==> src/rtl/spu_mamulred_seq.sv <==
// Montgomery multiply/reduce sequencer: walks A/B word pointers, drains the multiplier, optional final subtract.
// Optional busy-cycle counter built only when SPU_MULRED_PERF_CNT_EN is defined.
module spu_mamulred_seq #(
  parameter int unsigned WORDS_W = 5,
  parameter int unsigned MUL_LAT = 4
) (
  input  logic               rclk,
  input  logic               reset,
  input  logic               spu_maexp_start_mulred_aequb,
  input  logic               spu_maexp_start_mulred_anoteqb,
  input  logic               spu_mactl_kill_op,
  input  logic [WORDS_W-1:0] spu_madp_len,
  input  logic               spu_madp_ge_n,
  output logic               spu_mared_red_done,
  output logic               spu_mared_busy,
  output logic               spu_mared_memren,
  output logic [WORDS_W:0]   spu_mared_a_ptr,
  output logic [WORDS_W:0]   spu_mared_b_ptr,
  output logic               spu_mared_mul_vld,
  output logic               spu_mared_acc_wen,
  output logic               spu_mared_sub_en,
  output logic [15:0]        spu_mared_cyc_cnt
);

  typedef enum logic [5:0] {
    S_IDLE  = 6'b000001,
    S_MUL   = 6'b000010,
    S_DRAIN = 6'b000100,
    S_CHK   = 6'b001000,
    S_SUB   = 6'b010000,
    S_DONE  = 6'b100000
  } state_e;

  localparam int unsigned DW = (MUL_LAT > 1) ? $clog2(MUL_LAT) : 1;
  localparam logic [DW-1:0] DRN_LAST = DW'(MUL_LAT - 1);

  state_e               state_q, state_d;
  logic [WORDS_W-1:0]   len_q, len_d;
  logic                 aeqb_q, aeqb_d;
  logic [WORDS_W-1:0]   i_q, i_d, j_q, j_d, k_q, k_d;
  logic [DW-1:0]        drn_q, drn_d;
  logic                 mul_vld_q, mul_vld_d;
  logic [MUL_LAT-1:0]   acc_pipe_q, acc_pipe_d;
  logic                 start_ok, abort;

  assign start_ok = (state_q == S_IDLE) && !spu_mactl_kill_op &&
                    (spu_maexp_start_mulred_aequb || spu_maexp_start_mulred_anoteqb);
  assign abort    = spu_mactl_kill_op && (state_q != S_IDLE);

  always_ff @(posedge rclk or posedge reset) begin
    if (reset) begin
      state_q    <= S_IDLE;
      len_q      <= '0;
      aeqb_q     <= 1'b0;
      i_q        <= '0;
      j_q        <= '0;
      k_q        <= '0;
      drn_q      <= '0;
      mul_vld_q  <= 1'b0;
      acc_pipe_q <= '0;
    end else begin
      state_q    <= state_d;
      len_q      <= len_d;
      aeqb_q     <= aeqb_d;
      i_q        <= i_d;
      j_q        <= j_d;
      k_q        <= k_d;
      drn_q      <= drn_d;
      mul_vld_q  <= mul_vld_d;
      acc_pipe_q <= acc_pipe_d;
    end
  end

  always_comb begin
    state_d = state_q;
    len_d   = len_q;
    aeqb_d  = aeqb_q;
    i_d     = i_q;
    j_d     = j_q;
    k_d     = k_q;
    drn_d   = drn_q;
    case (state_q)
      S_IDLE: begin
        if (start_ok) begin
          state_d = S_MUL;
          len_d   = spu_madp_len;
          aeqb_d  = spu_maexp_start_mulred_aequb;
          i_d     = '0;
          j_d     = '0;
        end
      end
      // Compare against L before incrementing so L = 2**WORDS_W-1 never wraps.
      S_MUL: begin
        if (j_q == len_q) begin
          j_d = '0;
          if (i_q == len_q) begin
            state_d = S_DRAIN;
            i_d     = '0;
            drn_d   = '0;
          end else begin
            i_d = i_q + 1'b1;
          end
        end else begin
          j_d = j_q + 1'b1;
        end
      end
      S_DRAIN: begin
        if (drn_q == DRN_LAST) state_d = S_CHK;
        else                   drn_d   = drn_q + 1'b1;
      end
      S_CHK: begin
        state_d = spu_madp_ge_n ? S_SUB : S_DONE;
        k_d     = '0;
      end
      S_SUB: begin
        if (k_q == len_q) begin
          state_d = S_DONE;
          k_d     = '0;
        end else begin
          k_d = k_q + 1'b1;
        end
      end
      S_DONE:  state_d = S_IDLE;
      default: state_d = S_IDLE;
    endcase
    if (abort) begin
      state_d = S_IDLE;
      i_d     = '0;
      j_d     = '0;
      k_d     = '0;
      drn_d   = '0;
    end
  end

  // Only multiply-phase reads feed the multiplier; subtract-phase reads do not.
  always_comb begin
    mul_vld_d     = (state_q == S_MUL) && !abort;
    acc_pipe_d    = '0;
    acc_pipe_d[0] = mul_vld_q;
    for (int unsigned n = 1; n < MUL_LAT; n++) acc_pipe_d[n] = acc_pipe_q[n-1];
    if (abort) acc_pipe_d = '0;
  end

  always_comb begin
    spu_mared_memren   = (state_q == S_MUL) || (state_q == S_SUB);
    spu_mared_sub_en   = (state_q == S_SUB);
    spu_mared_red_done = (state_q == S_DONE);
    spu_mared_busy     = (state_q != S_IDLE);
    spu_mared_a_ptr    = '0;
    spu_mared_b_ptr    = '0;
    if (state_q == S_MUL) begin
      spu_mared_a_ptr = {1'b0, i_q};
      spu_mared_b_ptr = {~aeqb_q, j_q};
    end else if (state_q == S_SUB) begin
      spu_mared_a_ptr = {1'b0, k_q};
    end
    spu_mared_mul_vld = mul_vld_q;
    spu_mared_acc_wen = acc_pipe_q[MUL_LAT-1];
  end

`ifdef SPU_MULRED_PERF_CNT_EN
  logic [15:0] cnt_q, cnt_d;

  always_ff @(posedge rclk or posedge reset) begin
    if (reset) cnt_q <= '0;
    else       cnt_q <= cnt_d;
  end

  always_comb begin
    cnt_d = cnt_q;
    if (start_ok)                               cnt_d = '0;
    else if (state_q != S_IDLE && cnt_q != '1)  cnt_d = cnt_q + 16'd1;
  end

  assign spu_mared_cyc_cnt = cnt_q;
`else
  assign spu_mared_cyc_cnt = '0;
`endif

endmodule

==> config.mk <==
export PLATFORM = sky130hd
export DESIGN_NAME = spu_mamulred_seq
export DESIGN_NICKNAME = d
export VERILOG_FILES = /design/src/rtl/spu_mamulred_seq.sv
export SDC_FILE = /design/constraint.sdc
export NUM_CORES = 1
export LEC_CHECK = 0
export ABC_AREA = 1
export CORE_MARGIN = 3
export CORE_UTILIZATION = 40
export CTS_BUF_LIST = sky130_fd_sc_hd__clkbuf_8
export DETAILED_ROUTE_END_ITERATION = 16
export PLACE_DENSITY = 0.77
export SYNTH_ARGS = -nofsm -noshare
export SYNTH_HDL_FRONTEND = slang
export SYNTH_SLANG_ARGS = --single-unit
==> constraint.sdc <==
create_clock -name rclk -period 1.8 [get_ports rclk]
set_input_delay 0.36 -clock rclk [delete_from_list [all_inputs] [get_ports rclk]]
set_output_delay 0.36 -clock rclk [all_outputs]
set_load 0.02 [all_outputs]
# After elaboration in Yosys (flattened, before gate mapping)
# Cells that the tools add are included.
# Widths: inputs -> output; s select.
[op_classes]
reduce_logical = 16
eq_ne = 17
bitwise = 1
add_sub_neg = 4
mux = 28
[ops]
columns = ["op", "count"]
rows = [
  ["$mux 5", 10],
  ["$mux 6", 8],
  ["$pmux 5 s2", 3],
  ["$pmux 6 s5", 1],
  ["$add 5x1->5 const B", 3],
  ["$eq 5x5->1", 3],
  ["$ne 3x3->1 const B", 5],
  ["$reduce_bool 3->1", 3],
  ["$mux 2", 4],
  ["$eq 6x1->1 const B", 1],
  ["$eq 6x2->1 const B", 1],
  ["$eq 6x3->1 const B", 1],
  ["$eq 6x4->1 const B", 1],
  ["$eq 6x5->1 const B", 1],
  ["$eq 6x6->1 const B", 1],
  ["$ne 6x1->1 const B", 1],
  ["$reduce_and 5->1", 1],
  ["$logic_and 1x1->1", 4],
  ["$mux 4", 1],
  ["$pmux 2 s2", 1],
  ["$reduce_and 2->1", 2],
  ["$reduce_and 4->1", 1],
  ["$ne 3x1->1 const B", 1],
  ["$reduce_and 3->1", 1],
  ["other kinds (5)", 7],
]
[word_totals]
out_inout_bits = 34
input_bits = 11
reg_bits = 34
wordCells = 75

# Depth between registers and ports, before layout
[depth]
depth_word = 6
ltp_mapped = 11
mapped_depth_nobuf = 10

# Least setup slack after synthesis
# OpenSTA, ideal clock, no wires.
[synth_path]
kind = "register to output"
from = "register state_q[3]"
to = "output port spu_mared_a_ptr[0]"
setup_slack_ps = 107
arrival_time_ps = 1333
required_time_ps = 1440
path_stages_with_launch = 5
path_buffers = 1
path_cell_list = "dfrtp_1 nor2_4 nand4_4 clkbuf_1 o22ai_1"
[synth_via]
elab_chain_len = 3
word_cells_on_any_way = 4
classes_between = "2 x eq/ne; 2 x mux"
[synth_lines]
columns = ["element", "line_no", "rtl"]
rows = [
  ["start: declaration", "37", "state_e state_q, state_d;"],
  ["start signal: assignment", "62", "state_q <= state_d;"],
  ["$eq 6x5->1", "154", "end else if (state_q == S_SUB) begin"],
  ["$mux 5", "154", ""],
  ["$mux 5 *", "151", "if (state_q == S_MUL) begin"],
  ["end: declaration", "17", "output logic [WORDS_W:0] spu_mared_a_ptr,"],
]
# Mark *: on every way between the ends. The rest lies on a longest branch, timed or not.

# Worst setup path after layout
[layout_path]
from = "register state_q[2]"
to = "output port spu_mared_b_ptr[5]"
[layout_via]
elab_chain_len = 2
[layout_lines]
columns = ["element", "line_no", "rtl"]
rows = [
  ["$eq 6x2->1", "151", ""],
  ["$mux 6", "151", ""],
  ["end: declaration", "18", "output logic [WORDS_W:0] spu_mared_b_ptr,"],
]
# Every way passes these cells.

==> results_dict.tcl <==
set metrics [dict create \
    die_h_um 79.6 \
    ys_types 33 \
    worstPathMaxFanout 6 \
    path_class "register to primary output" \
    crit_chain "nor2_4 -> nand4_4 -> buf_6 -> buf_12 -> nor2_4 -> buf_6" \
    p_per_area_nw_per_um2 998 \
    placed_cell_area_um2 2580 \
    peakVddDrop_mv 0.444 \
    busiest_layer "met2" \
    cts_buffers 5 \
    leakage_uw 0.00142 \
    globalRouteTotalUtil_pct 18.3 \
    maxSlewViolCount 0 \
    synth_area_um2 2160 \
    setup_violations 12 \
    fin_ws_ps -91.9 \
    worst_setup_path_start_kind "register" \
    clock_latency_ps 290 \
    grt_remaining_overflow 0 \
    clock_sinks 34 \
    synth_adder_area_share_pct 2.31 \
    rows 26 \
    slowest_delay_ps 410 \
    tns_ps -708 \
    ys_ff_latch 34 \
    hold_class "input port to asynchronous set/reset pin" \
    die_x_um 79.6 \
    place_inst 397 \
    antenna_found_initial 0 \
    routed-via-count 2074 \
    cts_tree "done" \
    cts_hold_buf 0 \
    synth.area.mux_share_pct 0 \
    grt_use_met2_pct 29.6 \
    critPathBufInv 3 \
    synth-edff-count 0 \
    dr.pass1.iters 5 \
    core_area_um2 5170 \
    ys_dominant_reg_cell "dfrtp_1" \
    final_nets 363 \
    globalplace.congestion 0.874 \
    pin_count 45 \
    synth_xor_area_share_pct 2.83 \
    end_kind "primary output" \
    vias_per_cell 4.95 \
    fin_skew_ps 6.19 \
    netlist_instances 287 \
    grt_use_met3_pct 3.72 \
    final.min_clock_period_ps 1890 \
    cp_top_family "buffers and inverters" \
    fin_cells 419 \
    drt_iter0_markers 175 \
    wl_per_cell_um 13.3 \
    drc 0 \
    grt_pass1_wl_um 9160 \
    clk_pin_slew_ps 70 \
    crit_required_ps 1440 \
    cpMaxStageDelayCell "dfrtp_1" \
    synth_compound_area_share_pct 9.48 \
    antenna_cells 0 \
    postRouteAntennaNets 0 \
    grt_max_degree 26 \
    drt-total-wl_um 5580 \
    grt_setup_unrepaired "yes" \
    htree_levels 2 \
    cts_buffer_depth 2 \
    post-dp-hpwl_um 3890 \
    synth_top_family_by_area "simple AND/OR/NAND/NOR gates" \
    use_met1_pct 23.4 \
    design_area_um2 2940 \
    arrival_ps 1530 \
    root_buffer "clkbuf_8" \
    grt_pass1_vias 2032 \
    start_util_pct 41.8 \
    violations "setup timing" \
    post-route-period-util_pct 105 \
    maxCapViolCount 0 \
    async_reset_ff_share_pct 100 \
    syn_to_final_growth_pct 35.6 \
    worst_hold_slack_ps 378 \
    avgSynthCellArea_um2 7.54 \
    status "finished, violations left" \
    synth-simple-area-share_pct 31.7 \
    io_buffers 27 \
    layout-drive-gt1-share_pct 26.9 \
    max_freq_ghz 0.529 \
    synth-warning-count 0 \
    seq_area_frac_synth_pct 39.4 \
    finalHoldViolCount 0 \
    die-area_um2 6330 \
    power_uw 2930 \
]
-- final timing paths --
path,startpoint,to,slack [ps],cells after the start
worst max-delay path,state_q[2],spu_mared_b_ptr[5],-90,6
worst min-delay path,reset,len_q[4],380,2
worst max register to register,state_q[2],k_q[2],70,9
worst min register to register,acc_pipe_q[1],acc_pipe_q[2],480,2
max in group asynchronous,reset,i_q[0],940,3
min in group rclk,acc_pipe_q[1],acc_pipe_q[2],480,2
-- worst reg2reg max path, delay by kind of cell (launching register included) --
kind,cells,cell delay (ps)
compound gates,2,300
simple gates,4,480
buf+inv,3,460
flops,1,410
-- stage by stage --
stage | setup slack (ps) | util [%]
floorplan | 107 | -
global placement | -139 | 49.8
detailed placement | -216 | 49.8
CTS | -163 | 53.6
global route | -145 | 56.7
finish | -91.9 | 56.7
-- power by group --
group / leakage, uW / internal [uW] / switching, uW
Sequential: 0.000460 / 878 / 148
Clock: 0.0000472 / 307 / 288
Combinational: 0.000912 / 510 / 800
Total: 0.00142 / 1700 / 1240
-- synth_stat cells (all sizes together) (2+ instances only) --
library cell | n | area, um^2
nand2 | 74 | 288
inv | 39 | 146
nor2 | 36 | 170
dfrtp | 33 | 826
buf | 21 | 156
o21ai | 19 | 95.1
nand3 | 17 | 108
nand4 | 13 | 96.3
o22ai | 7 | 43.8
a21oi | 5 | 28.8
ha | 4 | 50.1
xor2 | 4 | 35.0
xnor2 | 3 | 26.3
nor3 | 2 | 10.0
o211ai | 2 | 15.0
o31ai | 2 | 15.0
-- state kept, by name, summed over array words and instances (netlist names) --
name and count:
drn_q 2, spu_mared_mul_vld 1, acc_pipe_q 4, j_q 5, aeqb_q 1, i_q 5, len_q 5, state_q 6
k_q 5
-- timing repair --
item	4_1_cts	5_1_grt
gates cloned	1	0
buffers inserted	9	5
gates resized for setup	78	39
pin swaps	3	5
setup endpoints to repair	21	31
-- placed cells by master (no fill, tap or decap), types with 2 or more instances in the layout --
master / count
a21oi_1: 4
buf_12: 2
buf_4: 31
buf_6: 13
clkbuf_8: 6
clkdlybuf4s50_1: 12
conb_1: 17
dfrtp_1: 33
ha_1: 4
inv_1: 36
inv_2: 3
nand2_1: 68
nand2_2: 4
nand2_4: 3
nand3_1: 13
nand3_2: 2
nand3_4: 2
nand4_1: 12
nor2_1: 21
nor2_2: 4
nor2_4: 11
nor3_1: 2
o211ai_1: 2
o21ai_0: 13
o21ai_1: 5
o22ai_1: 3
o22ai_2: 3
o31ai_1: 2
xnor2_1: 3
xor2_1: 4
-- area by class of cell --
cell class | instances | area [um^2]
fill | 452 | 2240
multi-input combinational | 209 | 1210
sequential | 34 | 852
timing repair buffer | 59 | 544
inverter | 39 | 146
tap | 70 | 87.6
clock buffer | 6 | 82.6
clock inverter | 2 | 12.5
-- logic make-up (layout without fill, tap and decap cells) --
logic type	after synthesis	after routing
other	1	17
buffers and inverters	61	106
AND/OR/NAND/NOR	144	145
adder cells (fa/ha/maj)	4	4
AO/OA/AOI/OAI	36	36
XOR/XNOR	7	7
flip-flops	34	34
-- layer usage --
metal	wire length, um	vias up
li1	-	1011
met1	2480	985
met2	2710	69
met3	298	9
met4	93	0
met5	0	-
(Power assumes the default switching activity.)
